$ cat src/rtl/uart_pkg.sv
// -----------------------------------------------------------------------------
// uart_pkg
// Shared constants for the UART transmit-side blocks.
//   UART_DATA_W   : width of one UART character
//   TXQ_*         : state encodings of the uart_tx_queue launch sequencer
//   TXQ_OVF_CNT_W : width of the optional dropped-write counter
// No ports (package).
// -----------------------------------------------------------------------------
package uart_pkg;

    localparam int UART_DATA_W   = 8;
    localparam int TXQ_OVF_CNT_W = 16;

    // Launch sequencer states
    localparam logic [1:0] TXQ_IDLE   = 2'd0;
    localparam logic [1:0] TXQ_LAUNCH = 2'd1;
    localparam logic [1:0] TXQ_WAIT   = 2'd2;
    localparam logic [1:0] TXQ_GAP    = 2'd3;

endpackage

$ cat src/rtl/uart_sync_fifo.sv
// -----------------------------------------------------------------------------
// uart_sync_fifo
// Single-clock FIFO holding bytes waiting for transmission.
// Occupancy and flags are registered: a write or read on edge N is reflected in
// count/full/empty right after edge N. Storage is not reset; only pointers,
// count and flags are.
// Ports:
//   clk      in   system clock
//   rst      in   synchronous active-high reset
//   wr_en    in   push request (ignored while full)
//   wr_data  in   byte to push
//   rd_en    in   pop request (ignored while empty)
//   rd_data  out  head of queue (valid while !empty)
//   full     out  count == DEPTH
//   empty    out  count == 0
//   count    out  occupancy, $clog2(DEPTH)+1 bits
// -----------------------------------------------------------------------------
module uart_sync_fifo
    import uart_pkg::*;
#(
    parameter  int DEPTH = 16,
    parameter  int WIDTH = UART_DATA_W,
    localparam int AW    = $clog2(DEPTH),
    localparam int CW    = AW + 1
) (
    input  logic             clk,
    input  logic             rst,
    input  logic             wr_en,
    input  logic [WIDTH-1:0] wr_data,
    input  logic             rd_en,
    output logic [WIDTH-1:0] rd_data,
    output logic             full,
    output logic             empty,
    output logic [CW-1:0]    count
);

    logic [WIDTH-1:0] mem [DEPTH];
    logic [AW-1:0]    wr_ptr;
    logic [AW-1:0]    rd_ptr;
    logic             do_wr;
    logic             do_rd;
    logic [CW-1:0]    count_nxt;

    // A write while full is dropped even if a pop happens on the same edge.
    assign do_wr   = wr_en && !full;
    assign do_rd   = rd_en && !empty;
    assign rd_data = mem[rd_ptr];

    always_comb begin
        count_nxt = count;
        case ({do_wr, do_rd})
            2'b10:   count_nxt = count + CW'(1);
            2'b01:   count_nxt = count - CW'(1);
            default: count_nxt = count;
        endcase
    end

    always_ff @(posedge clk) begin
        if (do_wr) begin
            mem[wr_ptr] <= wr_data;
        end
    end

    // DEPTH is a power of two, so the pointers wrap by natural overflow.
    always_ff @(posedge clk) begin
        if (rst) begin
            wr_ptr <= '0;
            rd_ptr <= '0;
            count  <= '0;
            full   <= 1'b0;
            empty  <= 1'b1;
        end else begin
            if (do_wr) begin
                wr_ptr <= wr_ptr + AW'(1);
            end
            if (do_rd) begin
                rd_ptr <= rd_ptr + AW'(1);
            end
            count <= count_nxt;
            full  <= (count_nxt == CW'(DEPTH));
            empty <= (count_nxt == '0);
        end
    end

endmodule

$ cat src/rtl/uart_tx_queue.sv
// -----------------------------------------------------------------------------
// uart_tx_queue
// Byte queue plus launch sequencer feeding the transmit side of uart_top.
// Host bytes are buffered in a FIFO; each is launched with a one-cycle
// tx_data_avail pulse, and the next launch waits for tx_done (plus IDLE_GAP
// extra cycles). At most one byte is in flight at any time.
//
// Build option: define UART_TXQ_OVF_CNT_EN to add ovf_cnt, a saturating count
// of dropped writes cleared only by rst.
//
// Ports:
//   clk            in   system clock
//   rst            in   synchronous active-high reset
//   wr_en          in   host write strobe, one byte per cycle
//   wr_data        in   host byte
//   full           out  queue holds DEPTH bytes
//   empty          out  queue holds no bytes
//   count          out  queue occupancy
//   overflow       out  1-cycle pulse: a write arrived while full and was dropped
//   tx_data_avail  out  1-cycle launch pulse to uart_top
//   tx_data_byte   out  byte being transmitted, stable from launch to tx_done
//   tx_active      in   uart_top frame in progress (blocks a launch)
//   tx_done        in   uart_top end-of-frame pulse
//   ovf_cnt        out  dropped-write counter (UART_TXQ_OVF_CNT_EN only)
// -----------------------------------------------------------------------------
module uart_tx_queue
    import uart_pkg::*;
#(
    parameter  int DEPTH    = 16,
    parameter  int IDLE_GAP = 0,
    localparam int CW       = $clog2(DEPTH) + 1
) (
    input  logic                   clk,
    input  logic                   rst,
    input  logic                   wr_en,
    input  logic [UART_DATA_W-1:0] wr_data,
    output logic                   full,
    output logic                   empty,
    output logic [CW-1:0]          count,
    output logic                   overflow,
    output logic                   tx_data_avail,
    output logic [UART_DATA_W-1:0] tx_data_byte,
    input  logic                   tx_active,
    input  logic                   tx_done
`ifdef UART_TXQ_OVF_CNT_EN
    ,
    output logic [TXQ_OVF_CNT_W-1:0] ovf_cnt
`endif
);

    // The gap counter is loaded with IDLE_GAP-1 on tx_done and the GAP state
    // exits when it reads zero, giving exactly IDLE_GAP cycles in GAP.
    localparam logic [7:0] GAP_LOAD = (IDLE_GAP > 0) ? 8'(IDLE_GAP - 1) : 8'd0;

    logic [1:0]             state;
    logic [7:0]             gap_ctr;
    logic                   pop;
    logic                   wr_drop;
    logic [UART_DATA_W-1:0] head_byte;

    assign pop     = (state == TXQ_IDLE) && !empty && !tx_active;
    assign wr_drop = wr_en && full;

    uart_sync_fifo #(
        .DEPTH (DEPTH),
        .WIDTH (UART_DATA_W)
    ) u_fifo (
        .clk     (clk),
        .rst     (rst),
        .wr_en   (wr_en),
        .wr_data (wr_data),
        .rd_en   (pop),
        .rd_data (head_byte),
        .full    (full),
        .empty   (empty),
        .count   (count)
    );

    // Launch sequencer: tx_data_avail is high only in the LAUNCH cycle, so it
    // can never be asserted on two consecutive cycles.
    always_ff @(posedge clk) begin
        if (rst) begin
            state         <= TXQ_IDLE;
            gap_ctr       <= 8'd0;
            tx_data_avail <= 1'b0;
            tx_data_byte  <= '0;
        end else begin
            tx_data_avail <= 1'b0;
            case (state)
                TXQ_IDLE: begin
                    if (pop) begin
                        state         <= TXQ_LAUNCH;
                        tx_data_avail <= 1'b1;
                        tx_data_byte  <= head_byte;
                    end
                end
                TXQ_LAUNCH: begin
                    state <= TXQ_WAIT;
                end
                TXQ_WAIT: begin
                    // tx_done is only meaningful here; elsewhere it is ignored.
                    if (tx_done) begin
                        if (IDLE_GAP > 0) begin
                            state   <= TXQ_GAP;
                            gap_ctr <= GAP_LOAD;
                        end else begin
                            state <= TXQ_IDLE;
                        end
                    end
                end
                TXQ_GAP: begin
                    if (gap_ctr == 8'd0) begin
                        state <= TXQ_IDLE;
                    end else begin
                        gap_ctr <= gap_ctr - 8'd1;
                    end
                end
                default: begin
                    state <= TXQ_IDLE;
                end
            endcase
        end
    end

    always_ff @(posedge clk) begin
        if (rst) begin
            overflow <= 1'b0;
        end else begin
            overflow <= wr_drop;
        end
    end

`ifdef UART_TXQ_OVF_CNT_EN
    function automatic logic [TXQ_OVF_CNT_W-1:0] sat_inc(input logic [TXQ_OVF_CNT_W-1:0] v);
        return (v == '1) ? v : v + TXQ_OVF_CNT_W'(1);
    endfunction

    always_ff @(posedge clk) begin
        if (rst) begin
            ovf_cnt <= '0;
        end else if (wr_drop) begin
            ovf_cnt <= sat_inc(ovf_cnt);
        end
    end
`endif

endmodule

$ cat config.mk
export PLATFORM = sky130hd
export DESIGN_NAME = uart_tx_queue
export DESIGN_NICKNAME = d
export VERILOG_FILES = /design/src/rtl/uart_pkg.sv /design/src/rtl/uart_sync_fifo.sv /design/src/rtl/uart_tx_queue.sv
export SDC_FILE = /design/constraint.sdc
export NUM_CORES = 1
export LEC_CHECK = 0
export CAP_MARGIN = 15
export CORE_ASPECT_RATIO = 0.9
export CORE_MARGIN = 10
export CORE_UTILIZATION = 64
export CTS_CLUSTER_DIAMETER = 100
export DETAILED_ROUTE_END_ITERATION = 16
export GPL_ROUTABILITY_DRIVEN = 1
export PLACE_DENSITY = 0.95
export SYNTH_ARGS = -nofsm -noshare
export SYNTH_HDL_FRONTEND = slang
export SYNTH_HIERARCHICAL = 1
export SYNTH_SLANG_ARGS = --single-unit
$ cat constraint.sdc
create_clock -name clk -period 7.6 [get_ports clk]
set_input_delay 1.52 -clock clk [delete_from_list [all_inputs] [get_ports clk]]
set_output_delay 1.52 -clock clk [all_outputs]
set_load 0.05 [all_outputs]
# Word-level counts from Yosys, hierarchy flattened
# Memory sizes are Yosys's and may differ from the RTL's. A register that Yosys moved wholly into a read port is not among the register bits.
# Cells that the tools add are included.
# Widths: inputs -> output; s select.
# classes
muxes	8
magnitude_cmp	0
n_shift	0
reduce_logical	15
n_div	0
eq_ne	9
mul	0
bitwise	2
n_addsub	5
# ops
op	count
$pmux 5 s2	1
$add 4x1->4 const B	2
$logic_not 8->1	1
$pmux 2 s4	1
$sub 8x1->8 const B	1
$eq 2x2->1 const B	3
$mux 2	3
$add 5x1->5 const B	1
$eq 5x5->1 const B	1
$logic_and 1x1->1	5
$logic_not 5->1	1
$sub 5x1->5 const B	1
$eq 2x1->1 const B	2
$ne 2x2->1 const B	2
$reduce_and 2->1	2
$logic_not 1->1	3
$mux 1	3
$reduce_and 3->1	1
$logic_not 2->1	1
$ne 2x1->1 const B	1
$not 1->1	2
$reduce_or 2->1	1
# word_totals
register_bits	27
ram_bits	128
n_memories	1
word_cells	49
output_inout_bits	17
latchBits	0
romBits	0
in_bits	13
# memory_table
name	depth	word_bits	read_ports	rd_ports_with_merged_regs	wr	line_no	source
u_fifo.mem	16	8	1	1	1	uart_sync_fifo.sv:37	logic [WIDTH-1:0] mem [DEPTH];

# Longest topological paths before layout
# depth
ltp_word	7
ltp_mapped	12
mapped_depth_nobuf	12

# Modules after synthesis
# The synthesis kept the hierarchy.
# modules_own_cells
module	area_per_inst_um2	cells_per_inst	seq_area_each_um2	instances
uart_sync_fifo	5844.4	303	4224.1	1
uart_tx_queue	847.1	97	400.4	1

# Worst setup path before layout
# No wires, ideal clock.
# synth_timing
path_kind	in2reg
start	input port tx_active
end	register u_fifo.empty
setup_ns	0.116
t_arrival_ns	3.696
path_slack_ns	3.787
path_buffers	0
required_ns	7.484
cell_stages	11
path_cell_list	or4_1 -> clkinv_1 -> nand2b_4 -> inv_2 -> nand2_1 -> xnor2_1 -> ha_1 -> or4_4 -> a31oi_4 -> xnor2_1 -> a31o_2
# synth_via
elab_chain_cells	6
word_cells_on_any_way	7
classes_between	eq/ne: 2; mux: 1; reduce/logical: 4
# synth_lines
item	line_no	source
start, declared	uart_tx_queue.sv:43	input logic tx_active,
$logic_not 1->1 *	uart_tx_queue.sv:61	assign pop = (state == TXQ_IDLE) && !empty && !tx_active;
$logic_and 1x1->1 *	uart_tx_queue.sv:61	
named net pop	uart_tx_queue.sv:57	logic pop;
$logic_and 1x1->1 *	uart_sync_fifo.sv:46	assign do_rd = rd_en && !empty;
$eq 2x1->1 or $eq 2x2->1 (tied branches)	uart_sync_fifo.sv:51	case ({do_wr, do_rd})
$pmux 5 s2 *	uart_sync_fifo.sv:51	
$logic_not 5->1 *	uart_sync_fifo.sv:81	empty <= (count_nxt == '0);
end signal, assigned	uart_sync_fifo.sv:81	
end, declared	uart_sync_fifo.sv:33	output logic empty,
# Mark *: on every way through the listed nets, which the timed path passes. The rest lies on a longest branch.
# A chain may end at the register's enable or synchronous reset.

# Final worst setup path
# layout_timing
start	input port tx_active
end	register u_fifo.full
# layout_via
elab_chain_cells	6
word_cells_on_any_way	7
classes_between	eq/ne: 3; mux: 1; reduce/logical: 3
# layout_lines
item	line_no	source
$logic_not 1->1 *	uart_tx_queue.sv:61	
$logic_and 1x1->1 *	uart_tx_queue.sv:61	
named net pop	uart_tx_queue.sv:57	
$logic_and 1x1->1 *	uart_sync_fifo.sv:46	
$eq 2x1->1 or $eq 2x2->1 (tied branches)	uart_sync_fifo.sv:51	
$pmux 5 s2 *	uart_sync_fifo.sv:51	
$eq 5x5->1 *	uart_sync_fifo.sv:80	full <= (count_nxt == CW'(DEPTH));
end signal, assigned	uart_sync_fifo.sv:80	
end, declared	uart_sync_fifo.sv:32	output logic full,
# Marked as above.

==> metrics.txt <==
Final Wtd Congestion 0.760; Pre-antenna DRT Iters 6; Max Cap Viol 0; crit path max fanout 11; vias in the first global route 3,855; post-synth top area share between 50% and 60%; Netlist Area Pre-Place roughly 6700 µm²; initial antenna violation count 0; Final nets about 460; xor and xnor fraction of the mapped netlist area 1.44%; placed inst area 7080 µm²; Die X-Extent about 130 µm; asr flop ratio synth 0%; Psw roughly 490 µW; die height 117 µm; die area 15,000 µm²; Worst-Margin Slew ~0.99 ns; layout cells sized above 1 slightly above 20%; routed vias/inst between 6 and 7; final wirelength around 15 mm; Post-CTS Setup Inserts 0; Synth Area in Adders under 10%; data arrival time of the critical path roughly 5 ns; DR WL/cell ~26 µm; commonest non-fill, non-tap cells in the layout edfxtp_1, mux4_2, dfxtp_1, nor2_1, clkdlybuf4s50_1; Synth Area per Inst roughly 17 µm²; hold depth 2; final worst slack a little under 3 ns; Critical Path Max Stage Delay roughly 0.61 ns; Seq cells post-synth 167; dpl ws roughly 2.8 ns; # setup viols final 0; Synth Area in Compound Gates 3.57%; Synth Net Count between 400 and 500; Main synth FF type edfxtp_1; Fmax 0.214 GHz; CTS sink cnt approximately 170; Initial Utilization around two thirds; outcome completed; CTS tree done; CTS clk-pin slew, worst paths 0.07 ns; max-slew violations 0; CP Capture Type flip-flop; RSZ-0062 raised after global routing false; post-cts repair resize count 0; maximum vdd drop about 0.00020 V; Final Hold Vio Count 0; cell leakage power ~0.0025 µW; EDFF count, synth approximately 130; ANT nets after route 0; first-pass GRT wire length 23.7 mm; clk buf depth 2; fin util between 70% and 80%; crit start category input port; Comb pwr share under 10%; power per standard cell area approximately 270 nW/µm²; hold_buf cts 0; critical path required time 7.91 ns; CP max-delay cell or4_1; simple-gate share of the synthesized area under 10%; sequential fraction of the synthesis area between 60% and 70%; DRC 0; Syn. warnings 6; vias post-DR around 3,900; multiplexer area fraction after synthesis between 10% and 20%; core box area just over 10,000 µm²; synthesized instance count 400; Area contributors post-synth edfxtp_1, mux4_2, dfxtp_1; Detailed Place HPWL slightly above 9 mm; Slew HR approximately a third; root buffer cell clkbuf_16; fillers about 520; Clk pwr share between 40% and 50%; largest family of logic cells by synthesized area multiplexers; Final Cycle Share 61.4%; number of distinct library cells after synthesis 50; # rows 35; share of power burned in registers 49.9%; final cell count without fillers 577; WS Path Type in -> reg; I/O pins 30; H-tree Lvls 4; # diodes 0; Hold Crit Class reg -> reg; post-layout min period 4.67 ns; crit-path cells clkdlybuf4s50_1, or4_1, clkinv_1, nand2b_4, inv_2, nand2_1, xnor2_1, ha_1, a21oi_1, nor3_1, or3b_1, a22oi_1, nor4bb_1; initial DRC count around 570; largest net degree at the start of global routing 44; total track usage 21.3%; Num CTS Buffers 17; Clk Latency, worst-skew pair about 0.43 ns; Finished Cell Area just under 8000 µm²; most common cell after layout, fill and taps aside edfxtp_1; Area Growth Syn to Fin 15.0%; GR Overflow Total 0; Fin Setup TNS 0 ns; Fin Clk Skew 0.0135 ns; R2R cell count 12; Net Sw Frac between 20% and 30%; Post-Place Cells around 540; number of port buffers 29; Internal 1560 µW; post-synth top area cell edfxtp_1
## worst max-delay path, delay by kind of cell
family / cells / cell delay, ns
and+or+nand+nor: 6 / 1.69
buffers and inverters: 3 / 0.82
xor gates and xnor gates: 1 / 0.14
adders and majority gates: 1 / 0.26
AOI/OAI and AO/OA: 2 / 0.53
## path summary, 6_finish.rpt
check,start,endpoint,slack (ns)
hold reg to reg,tx_data_byte[5],tx_data_byte[5],0.48
hold / removal,tx_data_byte[5],tx_data_byte[5],0.48
setup / recovery,tx_active,u_fifo/full,2.93
setup reg to reg,state[1],u_fifo/full,3.90
## logic make-up after synthesis
logic type / Yosys count
buffers and inverters: 29
adder cells (fa/ha/maj): 9
flip-flops: 167
XOR/XNOR: 11
AND/OR/NAND/NOR: 102
AO/OA/AOI/OAI: 37
multiplexers: 45
## cell usage after synthesis (all sizes together) (5+ instances only)
master and count:
buf 14, mux4 40, clkbuf 6, xor2 6
nor2b 5, dfxtp 39, nor2 34, nand2 28
xnor2 5, nor3 6, edfxtp 128, inv 8
ha 9, or4 5, a21oi 19
## area by class of cell
class / count / area (µm²) / share of cell area [%]
Sequential cell: 167 / 4630 / 60.1
Multi-Input combinational cell: 204 / 1920 / 24.9
Clock buffer: 19 / 464 / 6.03
Timing Repair Buffer: 36 / 355 / 4.62
Tap cell: 129 / 161 / 2.10
Clock inverter: 13 / 133 / 1.72
Inverter: 9 / 36.3 / 0.472
## per-layer routing
| layer | GRT usage, % | up-vias | wire length, µm |
|---|---|---|---|
| met5 | 0 | - | 0 |
| met2 | 35.2 | 254 | 7640 |
| met3 | 5.94 | 42 | 1220 |
| met1 | 26.4 | 1944 | 5760 |
| met4 | 8.32 | 0 | 456 |
| li1 | - | 1624 | - |
## through the flow
step	hold slack [ns]	total power [µW]
6_report	0.478	2040
5_1_grt	0.498	2110
4_1_cts	0.481	2050
3_5_place_dp	0.459	1200
3_3_place_gp	0.456	1190
2_1_floorplan	0.467	1140
## state kept, by name, summed over array words and instances, names as in the netlist, named ones only
name / cells
u_fifo/wr_ptr: 4
u_fifo/rd_ptr: 4
u_fifo/empty: 1
u_fifo/count: 5
state: 2
u_fifo/full: 1
gap_ctr: 8
u_fifo/mem: 128
overflow: 1
tx_data_avail: 1
tx_data_byte: 8
## power groups by stage
stage	clock network (µW)	logic (µW)	registers, µW
2_1_floorplan	0	86.3	1060
3_3_place_gp	0	147	1040
3_5_place_dp	0	157	1050
4_1_cts	866	160	1030
5_1_grt	906	179	1020
6_report	854	170	1020
Power figures use the tool's default switching activity.
